### src/rtl/pwm_decoder_if.sv
// pwm_decoder_if: control, PWM stream and decoded-code signals of the PWM decoder.
interface pwm_decoder_if #(parameter int UDW = 4);
    logic           re;
    logic           ce;
    logic           pwm_in;
    logic [UDW-1:0] code_out;
    logic           code_vld;
    logic           err;
    logic           lock;
    modport master (output re, ce, pwm_in, input code_out, code_vld, err, lock);
    modport slave  (input re, ce, pwm_in, output code_out, code_vld, err, lock);
endinterface

### src/rtl/pwm_decoder.sv
// pwm_decoder: recovers UDW-bit codes from a frame-based PWM stream, aligning frames to rising edges.
module pwm_decoder #(
    parameter int UDW = 4
) (
    input logic          clk_i,
    input logic          rst_ni,
    pwm_decoder_if.slave bus
);
    logic [UDW-1:0] ph_q, ph_d, code_q, code_d;
    logic [UDW:0]   hcnt_q, hcnt_d, f;
    logic           prev_q, prev_d, vld_q, vld_d, err_q, err_d, lock_q, lock_d;
    logic           b, rise;
    assign b    = bus.pwm_in;
    assign rise = b & ~prev_q;
    // f reaches 2**UDW only for an all-high frame, so its MSB flags saturation
    assign f    = hcnt_q + (UDW+1)'(b);
    always_comb begin
        ph_d   = ph_q;
        hcnt_d = hcnt_q;
        prev_d = prev_q;
        code_d = code_q;
        lock_d = lock_q;
        vld_d  = 1'b0;
        err_d  = 1'b0;
        if (bus.re) begin
            ph_d   = '0;
            hcnt_d = '0;
            prev_d = 1'b0;
            lock_d = 1'b0;
        end else if (bus.ce) begin
            prev_d = b;
            if (rise && ph_q != '0) begin
                ph_d   = UDW'(1);
                hcnt_d = (UDW+1)'(1);
                err_d  = 1'b1;
                lock_d = 1'b0;
            end else if (&ph_q) begin
                ph_d   = '0;
                hcnt_d = '0;
                vld_d  = 1'b1;
                err_d  = f[UDW];
                lock_d = ~f[UDW];
                code_d = f[UDW] ? '1 : f[UDW-1:0];
            end else begin
                ph_d   = ph_q + UDW'(1);
                hcnt_d = f;
            end
        end
    end
    always_ff @(posedge clk_i or negedge rst_ni) begin
        if (!rst_ni) begin
            ph_q   <= '0;
            hcnt_q <= '0;
            prev_q <= 1'b0;
            code_q <= '0;
            vld_q  <= 1'b0;
            err_q  <= 1'b0;
            lock_q <= 1'b0;
        end else begin
            ph_q   <= ph_d;
            hcnt_q <= hcnt_d;
            prev_q <= prev_d;
            code_q <= code_d;
            vld_q  <= vld_d;
            err_q  <= err_d;
            lock_q <= lock_d;
        end
    end
    assign bus.code_out = code_q;
    assign bus.code_vld = vld_q;
    assign bus.err      = err_q;
    assign bus.lock     = lock_q;
endmodule

### src/flat_wrapper.sv
// flat-port wrapper written by rule: the top's interface ports become plain ports
module pwm_decoder_flat 
#(
    parameter int UDW = 4
)
  (clk_i, rst_ni, bus_re, bus_ce, bus_pwm_in, bus_code_out, bus_code_vld, bus_err, bus_lock);
  pwm_decoder_if #(.UDW(UDW)) bus_i ();
  input logic clk_i;
  input logic rst_ni;
  input wire logic [$bits(bus_i.re)-1:0] bus_re;
  input wire logic [$bits(bus_i.ce)-1:0] bus_ce;
  input wire logic [$bits(bus_i.pwm_in)-1:0] bus_pwm_in;
  output wire logic [$bits(bus_i.code_out)-1:0] bus_code_out;
  output wire logic [$bits(bus_i.code_vld)-1:0] bus_code_vld;
  output wire logic [$bits(bus_i.err)-1:0] bus_err;
  output wire logic [$bits(bus_i.lock)-1:0] bus_lock;
  assign bus_i.re = bus_re;
  assign bus_i.ce = bus_ce;
  assign bus_i.pwm_in = bus_pwm_in;
  assign bus_code_out = bus_i.code_out;
  assign bus_code_vld = bus_i.code_vld;
  assign bus_err = bus_i.err;
  assign bus_lock = bus_i.lock;
  pwm_decoder #(.UDW(UDW)) u_core (.clk_i(clk_i), .rst_ni(rst_ni), .bus(bus_i));
endmodule
### config.mk
export PLATFORM = sky130hd
export DESIGN_NAME = pwm_decoder_flat
export DESIGN_NICKNAME = d
export VERILOG_FILES = /design/src/rtl/pwm_decoder_if.sv /design/src/rtl/pwm_decoder.sv /design/src/flat_wrapper.sv
export SDC_FILE = /design/constraint.sdc
export NUM_CORES = 1
export LEC_CHECK = 0
export BUFFER_PORTS_ARGS = -buffer_cell sky130_fd_sc_hd__buf_2
export CORE_ASPECT_RATIO = 1.25
export CORE_UTILIZATION = 50
export DETAILED_ROUTE_END_ITERATION = 10
export HOLD_SLACK_MARGIN = 0.06
export PLACE_DENSITY = 0.77
export REMOVE_ABC_BUFFERS = 1
export SETUP_SLACK_MARGIN = 0.05
export SLEW_MARGIN = 15
export SYNTH_ARGS = -nofsm -noshare
export SYNTH_HDL_FRONTEND = slang
export SYNTH_SLANG_ARGS = --single-unit
### constraint.sdc
create_clock -name clk_i -period 1.85 [get_ports clk_i]
set_input_delay 0.2775 -clock clk_i [delete_from_list [all_inputs] [get_ports clk_i]]
set_output_delay 0.2775 -clock clk_i [all_outputs]
set_load 0.05 [all_outputs]
======== Word-level counts from Yosys, hierarchy flattened ========
Index checks and enable logic that the tools add are counted.
storage, ports and cells
  input port bits ......................... 5
  word-level logic and storage cells ...... 44
  output and inout port bits .............. 7
  flip-flop bits (word level) ............. 17
operators by class
  bitwise operators ....................... 5
  reduce and logical (&&, ||, !) cells .... 7
  muxes and demuxes ....................... 23
  add/subtract/negate cells ............... 2
operators with widths
  cell                                                            count
  4-bit 2-to-1 mux                                                5
  5-bit 2-to-1 mux                                                4
  1-bit 2-to-1 mux                                                14
  7-bit AND reduction                                             1
  5-bit by 1-bit adder with 5-bit output                          1
  4-bit by 1-bit adder with 4-bit output (second input constant)  1
  1-bit NOT                                                       4
  4-bit AND reduction                                             1
  4-bit nonzero test                                              1
  3-bit nonzero test                                              1
  2-bit AND reduction                                             1
  2-bit nonzero test                                              1
  1-bit bitwise AND                                               1
  1-bit logical AND                                               1

======== Longest topological paths before layout ========
Gate-level depths: netlist (run 1).
  depth after elaboration ................. 6
  mapped depth ............................ 6
  gate-level depth less buffers ........... 6

======== Worst setup path before layout (run 1) ========
OpenSTA, ideal clock, no wires.
  path kind ............................... register to register
  start point ............................. register u_core.hcnt_q[0]
  end point ............................... register u_core.code_q[2] (netlist: u_core.bus.code_out[2])
  arrival ................................. 1.491 ns
  clock period less this slack ............ 1.617 ns
  data required time ...................... 1.724 ns
  slack ................................... 0.233 ns
  path buffers ............................ 0
  library setup time ...................... 0.126 ns
  cell stages (with the launch flop) ...... 7
  path through ............................ dfrtp_1 -> ha_1 -> ha_1 -> nand3_1 -> xnor2_1 -> nand2b_2 -> o32a_1
on the way
  longest elaborated chain between the ends .. 2
ends and longest elaborated chain
  what                                    line               text
  start: declaration                      pwm_decoder.sv:10  logic [UDW:0] hcnt_q, hcnt_d, f;
  start signal: assignment                pwm_decoder.sv:61  hcnt_q <= hcnt_d;
  5-bit by 1-bit adder with 5-bit output  pwm_decoder.sv:16  assign f = hcnt_q + (UDW+1)'(b);
  4-bit 2-to-1 mux                        pwm_decoder.sv:43  code_d = f[UDW] ? '1 : f[UDW-1:0];
  end signal: assignment                  pwm_decoder.sv:63  code_q <= code_d;
  end: declaration                        pwm_decoder.sv:9   logic [UDW-1:0] ph_q, ph_d, code_q, code_d;
No other way between the ends.
A chain may end at the register's enable or synchronous reset.

======== Final worst setup path (run 1) ========
Same ends and word-level chain as after synthesis.

==> results of run 1 <==
layout make-up:
class	count	share of cell area, %
multi-input cells	66	44.4
flip-flops and latches	17	39.4
repair buffers	17	9.50
clock buffers	4	2.43
well taps	19	2.20
inverters	6	2.09
kinds of logic (layout without fill, tap and decap cells):
group	after synthesis	count (layout)	synth area share, %
AO/OA/AOI/OAI	23	23	17.7
XOR/XNOR	2	2	1.89
adder cells (fa/ha/maj)	4	4	5.41
buffers and inverters	9	27	3.65
flip-flops	17	17	45.9
multiplexers	2	2	2.16
AND/OR/NAND/NOR	35	35	23.2
registers in the layout, indices dropped and copies added, names as in the netlist:
register	count
u_core.bus.lock	1
u_core.bus.code_vld	1
u_core.prev_q	1
u_core.ph_q	4
u_core.bus.err	1
u_core.bus.code_out	4
u_core.hcnt_q	5
power groups by stage:
stage | clock network, mW | registers [mW] | logic (mW)
CTS | 0.205 | 0.388 | 0.0903
floorplan | 0 | 0.396 | 0.0422
finish | 0.194 | 0.388 | 0.0900
detailed placement | 0 | 0.396 | 0.0874
global placement | 0 | 0.395 | 0.0852
global route | 0.221 | 0.390 | 0.100
repair_timing:
| action | in CTS | in global routing |
|---|---|---|
| hold buffers | 1 | 0 |
| setup endpoints to repair | 0 | 1 |
| gates resized for setup | 0 | 2 |
| hold endpoints to repair | 17 | 0 |
Yosys cell counts:
cell type  instances
a21oi_1            7
a311oi_1           2
a31oi_1            2
and2_1             1
and2b_1            1
clkbuf_1           3
dfrtp_1           17
ha_1               4
inv_1              6
mux2i_1            2
nand2_1            4
nand2b_1           8
nand2b_2           1
nand3_1            4
nand3_2            1
nand3b_2           1
nand4_1            1
nor2_1             6
nor2b_1            3
nor3_4             1
nor3b_1            2
o211ai_1           4
o21ai_1            1
o22a_2             3
o22ai_1            1
o32a_1             1
o32ai_1            2
or2b_1             1
xnor2_1            1
xor2_1             1
routing by layer:
layer	GRT usage (%)	part of all wire, %	wire length (um)
met1	31.3	47	859
met2	30.4	50	904
met3	4.05	2.5	46
met4	6.67	0.77	14
met5	0	0	0
worst max-delay path, delay by kind of cell, from the launching register on:
kind,cells,cell delay [ps]
AO/OA/AOI/OAI,1,350
AND/OR/NAND/NOR,2,350
flip-flops,1,360
adder cells (fa/ha/maj),2,380
XOR/XNOR,1,170
worst min-delay path by stage:
stage,start,cells past startpoint,endpoint,slack (ps)
3_3_place_gp,rst_ni,1,u_core.ph_q[1]$_DFFE_PN0P_,210
2_1_floorplan,rst_ni,0,u_core.bus.code_out[0]$_DFFE_PN0P_,-20
4_1_cts,bus_pwm_in,3,u_core.prev_q$_DFFE_PN0P_,270
3_5_place_dp,rst_ni,1,u_core.ph_q[1]$_DFFE_PN0P_,210
5_1_grt,bus_pwm_in,3,u_core.prev_q$_DFFE_PN0P_,310
6_report,bus_pwm_in,3,u_core.prev_q$_DFFE_PN0P_,290
stage by stage:
step	worst slack (ps)	cell area, um^2
after floorplan	233	915
after global placement	132	1030
after detailed placement	80.2	1030
after CTS	89.3	1070
after global routing	47.8	1080
final	124	1080
==> flow_summary.yaml, run 1 <==
worst_setup_path:
  startpoint: "u_core.hcnt_q[0]$_DFFE_PN0P_"
  crit-reg2reg-launch: "u_core.hcnt_q[0]$_DFFE_PN0P_"
  cp_slowest_stage_delay_ps: 360
  critPathMaxFanout: 4
  cp_common_cell: "ha_1"
  reg2reg_slack_ps: 120
  r2r_cells: 6
  critPathSlowestCell: "dfrtp_1"
  crit_arrival_ps: 1900
  regToRegEndpoint: "u_core.bus.code_out[2]$_DFFE_PN0P_"
  start_kind: "flip-flop"
  crit_type: "reg2reg"
  crit_end: "u_core.bus.code_out[2]$_DFFE_PN0P_"
  endpoint_kind: "flip-flop"
  path_cells: "ha_1 -> ha_1 -> nand3_2 -> xnor2_2 -> nand2b_2 -> o32a_1"
  critPathRequiredTime_ps: 2020
cells_and_area:
  nets: 120
  final_common_cell: "dfrtp_1"
  fill_cells: 153
  regArea_um2: 425
  layout.cells.most_common_list: "dfrtp_1 (17), buf_2 (11), nand2b_1 (8)"
  multi_input_comb_area_um2: 479
  instances_no_fill: 129
  final_util_pct: 61.9
  area_delta_synth_final_pct: 16.6
  drive_gt1_share_pct: 25.5
  diodes: 0
logic_synthesis:
  yosys.cell_types.count: 30
  synth_area_um2: 926
  syn_area_per_cell_um2: 10.1
  synth_area_leaders: "dfrtp_1 (46%), ha_1 (5.4%), nand2b_1 (5.4%)"
  yosys.area.top_type: "dfrtp_1"
  yosysSeqAreaShare_pct: 45.9
  yosysTopAreaCellShare_pct: 45.9
  synth.ff_latch_count: 17
  synthCells: 92
  ys_warn_count: 0
detailed_routing:
  ant_nets: 0
  drc: 0
  drtIter0Drc: 9
  routed_wl_um: 1830
  via_count: 733
  first_pass_iters: 4
  drt-wirelength-per-cell_um: 14.1
  viasPerCell: 5.68
floorplan:
  die_w_um: 40.5
  die_h_um: 50.1
  pin_count: 12
  core_um2: 1740
  rows: 17
  initial_utilization_pct: 53.1
  die_area_um2: 2030
timing:
  hold_viol_final: 0
  finalMaxSlewViolations: 0
  clock.fmax_mhz: 579
  setup_viol: 0
  clock_skew_ps: 5.97
  worst_slew_pin_slew_ps: 369
  hold_slack_ps: 287
  setup_tns_ps: 0
  rsz0062_at_grt: "false"
  period_share_pct: 93.3
  period_needed_ps: 1730
  slew-limit-headroom_pct: 75.4
pwr:
  intPower_uw: 500
  combPwrFrac_pct: 13.4
  switchingPower_uw: 172
  ir_drop_mv: 0.377
  p_leak_nw: 0.533
  powerDensity_nw_per_um2: 622
  p_seq_share_pct: 57.8
  p_total_uw: 672
  clock_power_share_pct: 28.8
  p_sw_share_pct: 25.6
cts:
  clkTransAtPathRegs_ps: 100
  clock_sinks: 17
  post_cts_buffers: 0
  htreeDepth: 1
  cts-root-buf: "clkbuf_4"
  tritoncts: "built"
  clock_path_buffers: 2
  clk_latency_ps: 280
  cts_made_buffers: 3
global_route:
  grt_usage_pct: 21.1
  grt_max_degree: 21
  grt_pass1_vias: 654
  grt_pass1_wl_um: 2970
  grt-ovfl-total: 0
  grt_antenna_before_repair: 0
job:
  drv_cap: 0
placement:
  place_hpwl_um: 1290
  io_buffers: 11
  gp_congestion: 0.793
  numPlacedInstances: 124
min_path:
  holdCritPathClass: "in2reg"
outcome:
  status: "completed"
(Power assumes the default switching activity.)
==> run 2: changes to the inputs <==
CELL_PAD_IN_SITES_DETAIL_PLACEMENT = 1   (was default)
CELL_PAD_IN_SITES_GLOBAL_PLACEMENT = 2   (was default)
CORE_UTILIZATION = 35   (was 50)
PLACE_DENSITY = 0.82   (was 0.77)
SLEW_MARGIN = 20   (was 15)
==> run 2 against run 1 <==
  * Sequential share of layout area fell by 0.98 points
  * First-iteration DRC count unchanged
  * Highest routed layer unchanged
  * Critical path depth is the same
  * Non-clock buffer count rose by 1
  * Worst setup slack improved by 24 ps
  * Clock skew is 2.2 ps higher
  * Critical endpoint unchanged
  * Clock-buffer cell count unchanged
  * Global-route usage fell by 4.0 points
  * Combinational power up 3.3%
  * Final area rose by 2.5%
  * Power increased by 1.3%
  * Register-to-register slack better by 20 ps
==> flow_summary.yaml, run 2 (synthesis results as in run 1) <==
outcome:
  status: "completed"
detailed_routing:
  drt-wirelength-per-cell_um: 14.5
  via_count: 749
  ant_nets: 0
  drc: 0
  viasPerCell: 5.20
  routed_wl_um: 2090
  first_pass_iters: 3
  drtIter0Drc: 9
global_route:
  grt_pass1_vias: 748
  grt_antenna_before_repair: 0
  grt_pass1_wl_um: 3480
  grt-ovfl-total: 0
  grt_usage_pct: 17.2
  grt_max_degree: 21
cts:
  clk_latency_ps: 290
  clock_path_buffers: 2
  htreeDepth: 1
  clkTransAtPathRegs_ps: 100
  cts-root-buf: "clkbuf_4"
  cts_made_buffers: 3
  clock_sinks: 17
  tritoncts: "built"
cells_and_area:
  nets: 121
  area_delta_synth_final_pct: 19.6
  top_register: "u_core.hcnt_q"
  final_util_pct: 44.7
  largest_reg_flops: 5
  final_cell_area_um2: 1110
  diodes: 0
  drive_gt1_share_pct: 27.0
  final_common_cell: "dfrtp_1"
  layout.cells.most_common_list: "dfrtp_1 (17), buf_2 (11), nand2b_1 (8)"
  instances_no_fill: 144
pwr:
  ir_drop_mv: 0.307
  p_seq_share_pct: 57.1
  p_sw_share_pct: 26.4
  p_leak_nw: 0.535
  switchingPower_uw: 180
  p_total_uw: 680
  clock_power_share_pct: 29.2
  combPwrFrac_pct: 13.7
  intPower_uw: 501
  powerDensity_nw_per_um2: 614
floorplan:
  pin_count: 12
  initial_utilization_pct: 37.4
  rows: 20
  core_um2: 2480
  die_area_um2: 2860
  die_h_um: 59.5
  die_w_um: 48.0
timing:
  setup_viol: 0
  setup_tns_ps: 0
  clock.fmax_mhz: 587
  clock_skew_ps: 8.15
  hold_viol_final: 0
  worst_slack_ps: 148
  period_needed_ps: 1700
  slew-limit-headroom_pct: 75.0
  period_share_pct: 92.0
  worst_slew_pin_slew_ps: 376
  rsz0062_at_grt: "false"
  hold_slack_ps: 275
  finalMaxSlewViolations: 0
worst_setup_path:
  critPathMaxFanout: 4
  critPathRequiredTime_ps: 2030
  crit-reg2reg-launch: "u_core.hcnt_q[0]$_DFFE_PN0P_"
  path_cells: "ha_1 -> ha_2 -> nand3_2 -> xnor2_2 -> nand2b_2 -> o32a_1"
  start_kind: "flip-flop"
  crit_type: "reg2reg"
  critPathSlowestCell: "dfrtp_1"
  startpoint: "u_core.hcnt_q[0]$_DFFE_PN0P_"
  crit_arrival_ps: 1880
  cp_slowest_stage_delay_ps: 360
  endpoint_kind: "flip-flop"
placement:
  place_hpwl_um: 1560
  pre_cts_slack_ps: 73.1
  gp_congestion: 0.793
  io_buffers: 11
  numPlacedInstances: 138
  place_area_um2: 1050
min_path:
  worstHoldStart: "bus_pwm_in"
  holdCritPathClass: "in2reg"
job:
  drv_cap: 0
-- run 2: changes by cell type in the layout (fill, tap and decap cells not counted) --
cell,delta
ha_1,-1
ha_2,+1
buf_4,+1
-- run 2: worst paths after layout --
kind / depth (start not counted) / to / slack, ps
worst min-delay path: 3 / u_core.prev_q$_DFFE_PN0P_ / 270
worst max register to register: 6 / u_core.bus.code_out[2]$_DFFE_PN0P_ / 150
min in group asynchronous: 2 / u_core.ph_q[0]$_DFFE_PN0P_ / 430
max in group asynchronous: 2 / u_core.prev_q$_DFFE_PN0P_ / 1150
worst max-delay path: 6 / u_core.bus.code_out[2]$_DFFE_PN0P_ / 150
worst min register to register: 1 / u_core.bus.code_out[2]$_DFFE_PN0P_ / 510
-- run 2: layout make-up --
cell class | count | area [um^2]
flip-flops and latches | 17 | 425
multi-input cells | 66 | 482
inverters | 6 | 22.5
repair buffers | 18 | 110
fillers | 281 | 1370
clock buffers | 4 | 26.3
well taps | 33 | 41.3
-- run 2: per-layer routing --
layer | part of all wire, % | routed length (um) | track usage (%) | up-vias
met2 | 48 | 996 | 26.8 | 10
met4 | 1.2 | 25 | 4.76 | 0
met3 | 1.7 | 35 | 2.74 | 4
met1 | 49 | 1030 | 24.1 | 370
met5 | 0 | 0 | 0 | -
li1 | - | - | - | 365
-- run 2: timing repair --
item | in CTS | in global routing
buffers inserted | 0 | 1
hold endpoints to repair | 17 | 0
hold buffers | 1 | 0
setup endpoints to repair | 0 | 1
gates resized for setup | 0 | 3
-- run 2: power groups by stage --
stage / logic [mW] / registers (mW) / clock network, mW
floorplan: 0.0422 / 0.396 / 0
global placement: 0.0879 / 0.395 / 0
detailed placement: 0.0916 / 0.396 / 0
CTS: 0.0940 / 0.389 / 0.206
global route: 0.103 / 0.390 / 0.221
finish: 0.0930 / 0.389 / 0.199
-- run 2: worst max-delay path, delay by kind of cell, from the launching register on --
kind	cells	cell delay [ps]
and+or+nand+nor	2	340
DFF	1	360
xor gates and xnor gates	1	170
adders and majority gates	2	370
AOI/OAI and AO/OA	1	350
==> run 3: changes to the inputs <==
GPL_ROUTABILITY_DRIVEN = 0   (was default)
RECOVER_POWER = 25   (was default)
==> run 3 against run 2 <==
  * First-iteration DRC count down 22%
  * Register-to-register slack about the same
  * Maximum frequency down 0.15%
  * Hold slack better by 1.8 ps
  * Critical endpoint unchanged
  * Largest power group unchanged
==> flow_summary.yaml, run 3 (synthesis results as in run 1) <==
outcome:
  status: "completed"
global_route:
  grt_usage_pct: 17.2
  grt_pass1_wl_um: 3480
  grt_pass1_vias: 748
  grt-ovfl-total: 0
  grt_antenna_before_repair: 0
  grt_max_degree: 21
cts:
  cts_made_buffers: 3
  clk_latency_ps: 290
  clkTransAtPathRegs_ps: 100
  tritoncts: "built"
  cts-root-buf: "clkbuf_4"
  htreeDepth: 1
  clock_sinks: 17
  clock_path_buffers: 2
detailed_routing:
  drt-wirelength-per-cell_um: 14.6
  via_count: 756
  drc: 0
  routed_wl_um: 2110
  first_pass_iters: 4
  drtIter0Drc: 7
  viasPerCell: 5.25
  ant_nets: 0
timing:
  finalMaxSlewViolations: 0
  worst_slack_ps: 145
  rsz0062_at_grt: "false"
  setup_tns_ps: 0
  hold_viol_final: 0
  period_share_pct: 92.2
  period_needed_ps: 1700
  clock_skew_ps: 8.17
  setup_viol: 0
  slew-limit-headroom_pct: 40.2
  worst_slew_pin_slew_ps: 898
  clock.fmax_mhz: 587
min_path:
  worstHoldStart: "bus_pwm_in"
  hold_path_depth: 3
  holdCritPathClass: "in2reg"
  min_to: "u_core.prev_q$_DFFE_PN0P_"
worst_setup_path:
  critPathMaxFanout: 4
  reg2reg_slack_ps: 150
  path_cells: "ha_1 -> ha_2 -> nand3_2 -> xnor2_2 -> nand2b_2 -> o32a_1"
  endpoint_kind: "flip-flop"
  crit-reg2reg-launch: "u_core.hcnt_q[0]$_DFFE_PN0P_"
  cp_slowest_stage_delay_ps: 360
  critPathRequiredTime_ps: 2030
  crit_arrival_ps: 1880
  r2r_cells: 6
  start_kind: "flip-flop"
  crit_type: "reg2reg"
  critPathSlowestCell: "dfrtp_1"
  regToRegEndpoint: "u_core.bus.code_out[2]$_DFFE_PN0P_"
cells_and_area:
  top_register: "u_core.hcnt_q"
  drive_gt1_share_pct: 25.2
  final_cell_area_um2: 1100
  nets: 121
  area_delta_synth_final_pct: 19.1
  diodes: 0
  final_util_pct: 44.5
  layout.cells.most_common_list: "dfrtp_1 (17), buf_2 (10), nand2b_1 (8)"
  final_common_cell: "dfrtp_1"
  largest_reg_flops: 5
floorplan:
  initial_utilization_pct: 37.4
  core_um2: 2480
  die_h_um: 59.5
  rows: 20
  pin_count: 12
  die_area_um2: 2860
  die_w_um: 48.0
placement:
  place_area_um2: 1050
  pre_cts_slack_ps: 73.1
  place_hpwl_um: 1560
  io_buffers: 11
pwr:
  p_total_uw: 679
  ir_drop_mv: 0.307
  p_leak_nw: 0.529
  powerDensity_nw_per_um2: 616
job:
  drv_cap: 0
## run 3: cell types whose count changed in the layout (fill, tap and decap cells not counted)
cell	change
buf_4	-1
clkbuf_1	+2
buf_2	-1
## run 3: what timing repair did
| item | 4_1_cts | 5_1_grt |
|---|---|---|
| endpoints found under the setup margin | 0 | 1 |
| resized for setup | 0 | 3 |
| setup buffers | 0 | 1 |
| hold buffers | 1 | 0 |
| hold endpoints to repair | 17 | 0 |
## run 3: cell type report
class | instances | area, um^2
multi-input cells | 66 | 482
repair buffers | 18 | 105
well taps | 33 | 41.3
flip-flops and latches | 17 | 425
inverters | 6 | 22.5
clock buffers | 4 | 26.3
fillers | 282 | 1380
## run 3: metal layers
metal	vias to the layer above	GRT usage (%)	wire (um)
met5	-	0	0
met4	0	4.76	25
met3	4	2.74	35
met2	10	26.8	1040
met1	378	24.1	1000
li1	364	-	-
## run 3: worst max path at each step
stage / start / end / cells past startpoint
2_1_floorplan: u_core.hcnt_q[0]$_DFFE_PN0P_ / u_core.bus.code_out[2]$_DFFE_PN0P_ / 6
3_3_place_gp: bus_pwm_in / u_core.bus.code_out[2]$_DFFE_PN0P_ / 7
3_5_place_dp: bus_pwm_in / u_core.bus.code_out[2]$_DFFE_PN0P_ / 7
4_1_cts: u_core.hcnt_q[0]$_DFFE_PN0P_ / u_core.bus.code_out[2]$_DFFE_PN0P_ / 6
5_1_grt: u_core.hcnt_q[0]$_DFFE_PN0P_ / u_core.bus.code_out[2]$_DFFE_PN0P_ / 6
6_report: u_core.hcnt_q[0]$_DFFE_PN0P_ / u_core.bus.code_out[2]$_DFFE_PN0P_ / 6
## run 3: critical path: cells and delay by family, from the launching register on
| kind | cells | cell delay (ps) |
|---|---|---|
| adder cells (fa/ha/maj) | 2 | 380 |
| flip-flops | 1 | 360 |
| AO/OA/AOI/OAI | 1 | 350 |
| AND/OR/NAND/NOR | 2 | 340 |
| XOR/XNOR | 1 | 170 |
## run 3: per-stage QoR
step                      instances  hold WS, ps
after floorplan                  89        -18.1
after global placement          138          215
after detailed placement        138          217
after CTS                       143          282
after global routing            144          298
final                           144          277
## run 3: where the power goes
group	total [mW]	internal (mW)	leakage, nW	switching, mW
registers	0.389	0.380	0.234	0.00859
logic	0.0918	0.0358	0.280	0.0560
clock network	0.199	0.0838	0.0150	0.115
total	0.679	0.500	0.529	0.180
